`src/rtl/csr_pkg.sv`:
```
// Shared CSR addresses, Zicsr operation encodings and the read-modify-write helper.
package csr_pkg;

  typedef enum logic [1:0] {
    CSR_OP_NONE = 2'b00,
    CSR_OP_RW   = 2'b01,
    CSR_OP_RS   = 2'b10,
    CSR_OP_RC   = 2'b11
  } csr_op_e;

  localparam logic [11:0] CSR_CYCLE     = 12'hC00;
  localparam logic [11:0] CSR_INSTRET   = 12'hC02;
  localparam logic [11:0] CSR_CYCLEH    = 12'hC80;
  localparam logic [11:0] CSR_INSTRETH  = 12'hC82;
  localparam logic [11:0] CSR_MCYCLE    = 12'hB00;
  localparam logic [11:0] CSR_MINSTRET  = 12'hB02;
  localparam logic [11:0] CSR_MCYCLEH   = 12'hB80;
  localparam logic [11:0] CSR_MINSTRETH = 12'hB82;
  localparam logic [11:0] CSR_TOHOST    = 12'h51E;

  function automatic logic [31:0] csr_apply(input csr_op_e op, input logic [31:0] old,
                                            input logic [31:0] src);
    logic [31:0] res;
    case (op)
      CSR_OP_RW: res = src;
      CSR_OP_RS: res = old | src;
      CSR_OP_RC: res = old & ~src;
      default:   res = old;
    endcase
    return res;
  endfunction

endpackage

```
`src/rtl/csr_counter.sv`:
```
// Free-running W-bit counter whose 32-bit halves can be overwritten; a write
// suppresses that cycle's increment and never carries into the other half.
module csr_counter #(
  parameter int unsigned W = 64
) (
  input  logic          clk,
  input  logic          rst,
  input  logic          inc,
  input  logic          wr_lo,
  input  logic          wr_hi,
  input  logic [31:0]   wdata,
  output logic [W-1:0]  value
);

  always_ff @(posedge clk) begin
    if (rst) begin
      value <= '0;
    end else if (wr_lo || wr_hi) begin
      if (wr_lo) value[31:0]   <= wdata;
      if (wr_hi) value[W-1:32] <= wdata[W-33:0];
    end else if (inc) begin
      value <= value + W'(1);
    end
  end

endmodule

```
`src/rtl/csr_file.sv`:
```
// Zicsr register file: general CSR bank, cycle/instret counters and tohost.
module csr_file
  import csr_pkg::*;
#(
  parameter int unsigned NUM_USER  = 4,
  parameter logic [11:0] USER_BASE = CSR_TOHOST,
  parameter int unsigned CNT_W     = 64
) (
  input  logic        clk,
  input  logic        rst,
  input  logic        csr_valid,
  input  logic [11:0] csr_addr,
  input  logic [1:0]  csr_op,
  input  logic [31:0] csr_src,
  input  logic        csr_src_zero,
  input  logic        retire,
  output logic [31:0] csr_rdata,
  output logic        csr_illegal,
  output logic [31:0] tohost
);

  csr_op_e          op;
  logic [11:0]      user_off;
  logic             user_hit;
  logic [31:0]      user_q [NUM_USER];
  logic [CNT_W-1:0] cycle_val;
  logic [CNT_W-1:0] instret_val;
  logic [31:0]      old;
  logic [31:0]      wdata;
  logic             mapped;
  logic             ro;
  logic             probe;
  logic             active;
  logic             we;

  assign op       = csr_op_e'(csr_op);
  assign user_off = csr_addr - USER_BASE;
  assign user_hit = user_off < 12'(NUM_USER);

  always_comb begin
    old    = '0;
    mapped = 1'b0;
    ro     = 1'b0;
    if (user_hit) begin
      mapped = 1'b1;
      for (int unsigned i = 0; i < NUM_USER; i++) begin
        if (user_off == 12'(i)) old = user_q[i];
      end
    end else begin
      case (csr_addr)
        CSR_CYCLE:     begin old = cycle_val[31:0];                mapped = 1'b1; ro = 1'b1; end
        CSR_CYCLEH:    begin old = 32'(cycle_val[CNT_W-1:32]);     mapped = 1'b1; ro = 1'b1; end
        CSR_INSTRET:   begin old = instret_val[31:0];              mapped = 1'b1; ro = 1'b1; end
        CSR_INSTRETH:  begin old = 32'(instret_val[CNT_W-1:32]);   mapped = 1'b1; ro = 1'b1; end
        CSR_MCYCLE:    begin old = cycle_val[31:0];                mapped = 1'b1; end
        CSR_MCYCLEH:   begin old = 32'(cycle_val[CNT_W-1:32]);     mapped = 1'b1; end
        CSR_MINSTRET:  begin old = instret_val[31:0];              mapped = 1'b1; end
        CSR_MINSTRETH: begin old = 32'(instret_val[CNT_W-1:32]);   mapped = 1'b1; end
        default: ;
      endcase
    end
  end

  // RS/RC with a zero source is a pure read, so it is legal even on read-only counters.
  assign probe       = (op == CSR_OP_RS || op == CSR_OP_RC) && csr_src_zero;
  assign active      = csr_valid && (op != CSR_OP_NONE);
  assign csr_illegal = active && (!mapped || (ro && !probe));
  assign we          = active && mapped && !ro && !probe;
  assign csr_rdata   = csr_valid ? old : '0;
  assign wdata       = csr_apply(op, old, csr_src);

  for (genvar g = 0; g < NUM_USER; g++) begin : g_user
    logic [31:0] q;
    always_ff @(posedge clk) begin
      if (rst) begin
        q <= '0;
      end else if (we && user_hit && user_off == 12'(g)) begin
        q <= wdata;
      end
    end
    assign user_q[g] = q;
  end

  assign tohost = user_q[0];

  csr_counter #(.W(CNT_W)) u_cycle (
    .clk   (clk),
    .rst   (rst),
    .inc   (1'b1),
    .wr_lo (we && csr_addr == CSR_MCYCLE),
    .wr_hi (we && csr_addr == CSR_MCYCLEH),
    .wdata (wdata),
    .value (cycle_val)
  );

  csr_counter #(.W(CNT_W)) u_instret (
    .clk   (clk),
    .rst   (rst),
    .inc   (retire),
    .wr_lo (we && csr_addr == CSR_MINSTRET),
    .wr_hi (we && csr_addr == CSR_MINSTRETH),
    .wdata (wdata),
    .value (instret_val)
  );

endmodule

```
`config.mk`:
```
export PLATFORM = sky130hd
export DESIGN_NAME = csr_file
export DESIGN_NICKNAME = d
export VERILOG_FILES = /design/src/rtl/csr_pkg.sv /design/src/rtl/csr_counter.sv /design/src/rtl/csr_file.sv
export SDC_FILE = /design/constraint.sdc
export NUM_CORES = 1
export LEC_CHECK = 0
export BUFFER_PORTS_ARGS = -buffer_cell sky130_fd_sc_hd__clkbuf_2
export CAP_MARGIN = 20
export CORE_ASPECT_RATIO = 1.75
export CORE_MARGIN = 4
export CORE_UTILIZATION = 50
export DETAILED_ROUTE_END_ITERATION = 8
export PLACE_DENSITY = 0.68
export SLEW_MARGIN = 0
export SYNTH_ARGS = -nofsm -noshare
export SYNTH_HDL_FRONTEND = slang
export SYNTH_SLANG_ARGS = --single-unit
export TNS_END_PERCENT = 50
```
`constraint.sdc`:
```
create_clock -name clk -period 6.7 [get_ports clk]
set_clock_uncertainty 0.05 [all_clocks]
set_input_delay 1.34 -clock clk [delete_from_list [all_inputs] [get_ports clk]]
set_output_delay 1.34 -clock clk [all_outputs]
set_load 0.1 [all_outputs]
```
# After elaboration in Yosys (flattened, before gate mapping)
# Index checks and enable logic that the tools add are counted.
dict set report classes {
  n_eq_ne 18
  bitwise_logic 3
  magnitude_cmp 1
  mux 19
  n_addsub 3
  n_reduce_logical 34
}
# op count
set ops {}
lappend ops {{$mux W32} 10}
lappend ops {{$mux W64} 3}
lappend ops {{$add A64 B1 Y64 const B} 2}
lappend ops {{$pmux W32 S4} 1}
lappend ops {{$eq A12 B12 Y1 const B} 8}
lappend ops {{$pmux W32 S3} 1}
lappend ops {{$and A32 B32 Y32} 1}
lappend ops {{$not A32 Y32} 1}
lappend ops {{$or A32 B32 Y32} 1}
lappend ops {{$eq A12 B2 Y1 const B} 2}
lappend ops {{$logic_and A1 B1 Y1} 16}
lappend ops {{$eq A12 B1 Y1 const B} 1}
lappend ops {{$logic_not A12 Y1} 1}
lappend ops {{$lt A12 B3 Y1 const B} 1}
lappend ops {{$sub A12 B11 Y12 const B} 1}
lappend ops {{$ne A2 B1 Y1 const B} 4}
lappend ops {{$reduce_or A2 Y1} 4}
lappend ops {{$reduce_or A8 Y1} 1}
lappend ops {{$eq A2 B2 Y1 const B} 2}
lappend ops {{$logic_or A1 B1 Y1} 4}
lappend ops {{$mux W1} 4}
lappend ops {{$reduce_and A2 Y1} 2}
lappend ops {{$reduce_bool A2 Y1} 2}
lappend ops {{$reduce_or A4 Y1} 1}
lappend ops {{2 further kinds} 4}
dict set report word_totals {
  reg_bits 256
  out_inout_bits 65
  input_bits 51
}

# Logic depth before layout (Yosys ltp)
# Gate-level depths: netlist of run 1.
dict set report depth {
  depth_word 11
  mapped_depth 12
}

# Cells and area by module
# Synthesis of run 1 repeated with hierarchy kept, for this count alone.
dict set report unflattened {
  cells_unflattened 2051
  area_unflattened_um2 16278.1
}
# module n_inst cells_each area_per_inst_um2 seq_area_each_um2
set by_module_without_submodules {}
lappend by_module_without_submodules {csr_counter 2 545 4192.8 1281.2}
lappend by_module_without_submodules {csr_file 1 961 7892.6 2562.5}

# Worst setup path before layout of run 1
# Ideal clock, no wire load.
dict set report synth_path {
  path_kind {input -> output}
  startpoint {input port csr_addr[6]}
  endpoint {output port csr_rdata[16]}
  cell_stages 10
  arrival_ns 5.429
  required_time_ns 5.310
  path_slack_ns -0.119
  cell_sequence {clkbuf_1 nor3b_1 o21ai_0 a2111o_1 a311oi_2 buf_4 buf_4 clkbuf_1 nor2_1 nor3_1}
}
dict set report synth_between {
  elab_chain_len 8
}
# item line_no
set synth_lines {}
lappend synth_lines {{from (decl)} csr_file.sv:12} ;# input logic [11:0] csr_addr,
lappend synth_lines {{$sub A12 B11 Y12} csr_file.sv:37} ;# assign user_off = csr_addr - USER_BASE;
lappend synth_lines {{$logic_not A12 Y1} csr_file.sv:47} ;# if (user_off == 12'(i)) old = user_q[i];
lappend synth_lines {{$mux W32 (4 in a row)} csr_file.sv:47}
lappend synth_lines {{$mux W32 *} csr_file.sv:44} ;# if (user_hit) begin
lappend synth_lines {{$mux W32 *} csr_file.sv:69} ;# assign csr_rdata = csr_valid ? old : '0;
lappend synth_lines {{to (decl)} csr_file.sv:17} ;# output logic [31:0] csr_rdata,
# Every way passes the cells marked *; elsewhere a longest branch is shown, timed or not.

# Worst setup path after layout of run 1
dict set report layout_path {
  startpoint {input port csr_addr[1]}
  endpoint {output port csr_rdata[29]}
}
# Same word-level chain as after synthesis.

==> results.json, run 1 <==
{
  "status": "completed",
  "cp-start-kind": "primary input",
  "tightestPinTransition_ns": 1.25,
  "power_density_nw_per_um2": 190,
  "critPathSlowestCell": "clkbuf_2",
  "syn_inst": 2079,
  "syn_area_um2": 16100,
  "num_rows": 86,
  "yosys_warnings": 0,
  "multi_input_area_um2": 10300,
  "critPathRequiredTime_ns": 5.31,
  "placed_cells": 2469,
  "combPwrFrac_pct": 9.7,
  "cts_buffers": 26,
  "worstPathCellList": "buf_4, nand3_1, or3b_1, a2111o_1, a311oi_4, buf_12, nand2_1, a21oi_1, clkbuf_2",
  "rsz0062_at_grt": "false",
  "finalWorstSetupSlack_ns": 0.860,
  "io_pins": 116,
  "dieArea_um2": 35300,
  "design_area_um2": 17900,
  "clock-sinks": 256,
  "fillers": 3035,
  "p_int_mw": 2.42,
  "ys_types": 86,
  "criticalPathCategory": "in2out",
  "cts.htree.levels": 1,
  "synth_edf_count": 0,
  "routed_wl_um": 76800,
  "finalPower_mw": 3.39,
  "io_buffer_count": 115,
  "cts_tree": "done",
  "fin_util_pct": 56.5,
  "setup-tns-final_ns": 0,
  "final_common_cell": "nand2_1",
  "dpl_cell_area_um2": 16900,
  "pwr-share-clk_pct": 45.2,
  "synth_ff_type": "dfxtp_1",
  "reg2regPathDepth": 8,
  "finalSetupViolCount": 0,
  "clk_pin_slew_ns": 0.07,
  "syn_to_final_growth_pct": 10.8,
  "grt_pass1_vias": 17000,
  "postCtsSetupBuffers": 0,
  "hold_depth": 2,
  "max_freq_mhz": 171,
  "globalRoute.totalOverflow": 0,
  "fin_crit_sh_pct": 87.2,
  "grt_pass1_wl_um": 113000,
  "hold_path_class": "reg2reg",
  "ys_seq_elements": 256,
  "syn_area_per_cell_um2": 7.76,
  "syn-num-nets": 2133,
  "hpwl_um": 56000,
  "drt_iter0_markers": 1953,
  "critical_path_buf_inv_count": 3,
  "ir_drop_uv": 226,
  "register_area_um2": 5120,
  "p_leak_nw": 6.04,
  "whs_ns": 0.401,
  "ys_seq_area_share_pct": 31.8,
  "ctsHoldBuffers": 0,
  "cts-root-buf": "clkbuf_16",
  "drive_above_1_share_pct": 15.7,
  "p_sw_mw": 0.964,
  "fin_crit_ns": 5.84,
  "initial_core_util_pct": 51.0,
  "antenna_found_initial": 4,
  "die_y_um": 246,
  "critical_path.top_delay_family": "buffers and inverters",
  "die_x_um": 144,
  "layout_common_cells": "nand2_1 (272), dfxtp_1 (256), nor2_1 (210)",
  "slew_viol_final": 0,
  "vias": 17900,
  "cts_buffer_depth": 3,
  "post-route-drc-count": 0,
  "track_usage_pct": 42.9,
  "async_reset_ff_share_pct": 0,
  "swShare_pct": 28.5,
  "cts_resized": 0,
  "arrival_ns": 4.45,
  "critPathMaxFanout": 59,
  "core_area_um2": 31600,
  "wl_per_cell_um": 30.4,
  "grt_max_degree": 99,
  "vias_per_cell": 7.11,
  "ant_nets": 0,
  "dr.pass1.iters": 8,
  "hold_violations": 0,
  "worst-path-stages": 9,
  "finalNetCount": 2158,
  "clkLatencyLatePin_ns": 0.58,
  "gp_congestion": 1.04,
  "seq_power_share_pct": 45.1,
  "maxSlewHeadroom_pct": 16.8,
  "maxCapViolCount": 0,
  "place_ws_ns": 1.00,
  "cpPeakStageDelay_ns": 0.55,
  "stdcell_count": 2524,
  "end_kind": "output port"
}
power groups by stage:
stage	combinational [mW]	sequential [mW]	clock, mW
5_1_grt	0.340	1.53	1.59
6_report	0.330	1.53	1.53
2_1_floorplan	0.190	1.56	0
4_1_cts	0.317	1.53	1.53
3_3_place_gp	0.312	1.56	0
3_5_place_dp	0.316	1.56	0
synth_stat cells, drive strengths merged, types with 5 or more instances:
| cell type | instances | area share (%) |
|---|---|---|
| mux2i | 40 | 2.5 |
| mux2 | 9 | 0.63 |
| o211a | 5 | 0.31 |
| o22ai | 39 | 1.5 |
| a221oi | 13 | 0.71 |
| xnor2 | 27 | 1.5 |
| and4 | 9 | 0.49 |
| buf | 54 | 1.8 |
| o31ai | 9 | 0.42 |
| a32oi | 6 | 0.33 |
| and2 | 37 | 1.4 |
| or4 | 10 | 0.47 |
| a31oi | 45 | 1.7 |
| nand2b | 17 | 0.66 |
| mux4 | 43 | 6.0 |
| o21ai | 127 | 4.1 |
| nor4 | 34 | 1.4 |
| inv | 14 | 0.33 |
| or3 | 16 | 0.62 |
| dfxtp | 256 | 32 |
| nand4 | 37 | 1.4 |
| nand3b | 5 | 0.23 |
| clkbuf | 111 | 2.6 |
| and3 | 56 | 2.2 |
| nor2 | 213 | 5.0 |
| nor2b | 5 | 0.19 |
| nor3 | 52 | 1.8 |
| a22oi | 31 | 1.7 |
| a22o | 9 | 0.49 |
| nand2 | 272 | 6.3 |
| nand3 | 82 | 2.6 |
| o211ai | 9 | 0.42 |
| o21a | 8 | 0.37 |
| a21o | 11 | 0.51 |
| nor3b | 13 | 0.68 |
| a211oi | 74 | 4.0 |
| a21oi | 212 | 6.6 |
| o31a | 5 | 0.27 |
routing by layer:
| layer | vias up | GRT usage, % | share of wire (%) |
|---|---|---|---|
| met2 | 1159 | 68.5 | 46 |
| met4 | 4 | 36.4 | 11 |
| met1 | 8549 | 46.9 | 33 |
| met3 | 423 | 10.5 | 10 |
| li1 | 7810 | - | - |
| met5 | - | 0 | 0.035 |
worst register-to-register path, delay by kind of cell (launching register included):
| family | cells | cell delay [ns] |
|---|---|---|
| AND/OR/NAND/NOR | 5 | 2.31 |
| AO/OA/AOI/OAI | 3 | 0.72 |
| flip-flops | 1 | 0.58 |
final cells by class:
class / count / share of cell area [%]
Tap cell: 396 / 2.77
Inverter: 14 / 0.294
Antenna cell: 4 / 0.0560
Clock buffer: 30 / 3.84
Clock inverter: 18 / 0.917
Multi-Input combinational cell: 1644 / 57.9
Timing Repair Buffer: 162 / 5.53
Sequential cell: 256 / 28.7
worst paths after layout:
check,from,to,slack [ns]
worst max-delay path,csr_addr[1],csr_rdata[29],0.86
worst min-delay path,g_user[1].q[6],g_user[1].q[6],0.40
worst min register to register,g_user[1].q[6],g_user[1].q[6],0.40
worst max register to register,u_cycle.value[12],u_cycle.value[62],2.93
state kept, by name (all words and copies together), names as in the netlist:
name             flops
u_cycle.value       64
tohost              32
g_user.q            96
u_instret.value     64
cells by family (layout without fill, tap and decap cells):
family	count (synthesis)	count (layout)	synth area share (%)
other	0	4	0
AOI/OAI and AO/OA	644	644	26.0
and+or+nand+nor	875	875	26.5
buffers and inverters	179	224	4.75
adders and majority gates	3	3	0.233
xor gates and xnor gates	30	30	1.63
muxes	92	92	9.12
DFF	256	256	31.8
Power figures use the tool's default switching activity.
==> run 2, diff against run 1 <==
==> constraint.sdc (replaced) <==
create_clock -name clk -period 5.6 [get_ports clk]
set_clock_uncertainty 0.05 [all_clocks]
set_input_delay 1.12 -clock clk [delete_from_list [all_inputs] [get_ports clk]]
set_output_delay 1.12 -clock clk [all_outputs]
set_load 0.1 [all_outputs]
==> run 2 against run 1 <==
Effect of this change: sequential share of layout area shrank 0.93 points; wire length is 4.9% lower; critical path type unchanged; largest power group is now the clock network; hold slack lost 0.00098 ns; power is 20% higher; cell count rose by 0.36%; non-clock buffer count increased by 13; core utilization increased by 1.9 points.
==> results.json, run 2 (synthesis gave the netlist of run 1 again) <==
{
  "status": "completed",
  "drive_above_1_share_pct": 16.1,
  "criticalPathCategory": "in2out",
  "hold_path_class": "reg2reg",
  "grt_max_degree": 96,
  "finalWorstSetupSlack_ns": 0.543,
  "dr.pass1.iters": 6,
  "finalNetCount": 2171,
  "vias_per_cell": 7.16,
  "finalSetupViolCount": 0,
  "p_leak_nw": 6.25,
  "max_freq_mhz": 198,
  "maxSlewHeadroom_pct": 10.6,
  "wl_per_cell_um": 28.8,
  "io_pins": 116,
  "fillers": 2944,
  "globalRoute.totalOverflow": 0,
  "setup-tns-final_ns": 0,
  "tightestPinTransition_ns": 1.34,
  "fin_crit_sh_pct": 90.3,
  "cts-root-buf": "clkbuf_16",
  "die_y_um": 246,
  "routed_wl_um": 73100,
  "die_x_um": 144,
  "layout_common_cells": "nand2_1 (272), dfxtp_1 (256), nor2_1 (210), a21oi_1 (210), o21ai_0 (119)",
  "clk_pin_slew_ns": 0.06,
  "cts_resized": 0,
  "arrival_ns": 3.89,
  "whs_ns": 0.400,
  "register_area_um2": 5120,
  "io_buffer_count": 115,
  "multi_input_area_um2": 10300,
  "num_rows": 86,
  "track_usage_pct": 40.4,
  "drt_iter0_markers": 2093,
  "cts_tree": "done",
  "fin_crit_ns": 5.06,
  "grt_pass1_vias": 17000,
  "syn_to_final_growth_pct": 14.5,
  "initial_core_util_pct": 51.0,
  "ant_nets": 0,
  "ir_drop_uv": 302,
  "ctsHoldBuffers": 0,
  "cp-start-kind": "primary input",
  "antenna_found_initial": 5,
  "slew_viol_final": 0,
  "cts_buffer_depth": 3,
  "regMostFlops": "g_user.q",
  "final_common_cell": "nand2_1",
  "grt_pass1_wl_um": 107000,
  "fin_util_pct": 58.4,
  "maxCapViolCount": 0,
  "cts_buffers": 26,
  "gp_congestion": 1.12,
  "cts.htree.levels": 1,
  "post-route-drc-count": 0,
  "end_kind": "output port",
  "largest_register_ff_count": 96,
  "postCtsSetupBuffers": 0,
  "hold_violations": 0,
  "clock-sinks": 256,
  "critPathMaxFanout": 14,
  "dieArea_um2": 35300,
  "clkLatencyLatePin_ns": 0.56,
  "place_ws_ns": 0.646,
  "power_density_nw_per_um2": 221,
  "vias": 18100,
  "core_area_um2": 31600,
  "hpwl_um": 52500,
  "critPathRequiredTime_ns": 4.43,
  "rsz0062_at_grt": "false",
  "top_regs": "g_user.q (96), u_cycle.value (64), u_instret.value (64)"
}
## run 2: cell count changes in the layout (fill, tap and decap cells not counted), moves of 4 or more
| cell | previous run | this run |
|---|---|---|
| buf_12 | 1 | 36 |
| buf_4 | 45 | 57 |
| clkbuf_2 | 111 | 79 |
| clkbuf_8 | 0 | 6 |
| clkinvlp_4 | 8 | 1 |
| nor3_1 | 41 | 37 |
| nor3_2 | 9 | 13 |
## run 2: layer usage
metal / up-vias / track usage (%) / share of wire (%)
li1: 7823 / - / -
met1: 8501 / 45.6 / 32
met2: 1388 / 65.7 / 46
met3: 427 / 9.18 / 12
met4: 4 / 30.1 / 10
met5: - / 0 / 0.038
## run 2: worst paths after layout
check / depth (start not counted) / slack, ns / endpoint / startpoint
worst min register to register: 2 / 0.40 / g_user[1].q[19] / g_user[1].q[19]
worst max register to register: 8 / 1.99 / u_cycle.value[52] / u_cycle.value[29]
worst min-delay path: 2 / 0.40 / g_user[1].q[19] / g_user[1].q[19]
worst max-delay path: 8 / 0.54 / csr_rdata[28] / csr_addr[3]
## run 2: where the power goes
group | internal [mW] | total, mW | switching, mW
Clock | 1.05 | 1.85 | 0.795
Combinational | 0.109 | 0.396 | 0.287
Sequential | 1.82 | 1.83 | 0.00504
## run 2: critical path: stages
cell and delay (ns):
clkbuf_2 0.15, or4b_2 0.76, a21oi_1 0.38, nand2_1 0.46, o22ai_1 0.32, nor2_1 0.08
nor3_1 0.37, buf_12 0.24
## run 2: metrics by stage
stage	total power, mW	cell area [µm²]	cells
final	4.07	18500	2533
after global routing	4.15	18500	2532
after CTS	4.06	18500	2532
after detailed placement	2.25	17600	2485
after global placement	2.24	17600	2484
after floorplan	2.10	16200	2079
## run 2: layout make-up
cell class                 instances  share of cell area (%)
antenna                            1                  0.0136
clock buffer                      38                    4.21
clock inverter                     9                   0.562
inverter                          14                   0.285
multi-input combinational       1644                    56.0
sequential                       256                    27.8
tap                              396                    2.68
timing repair buffer             175                    8.48
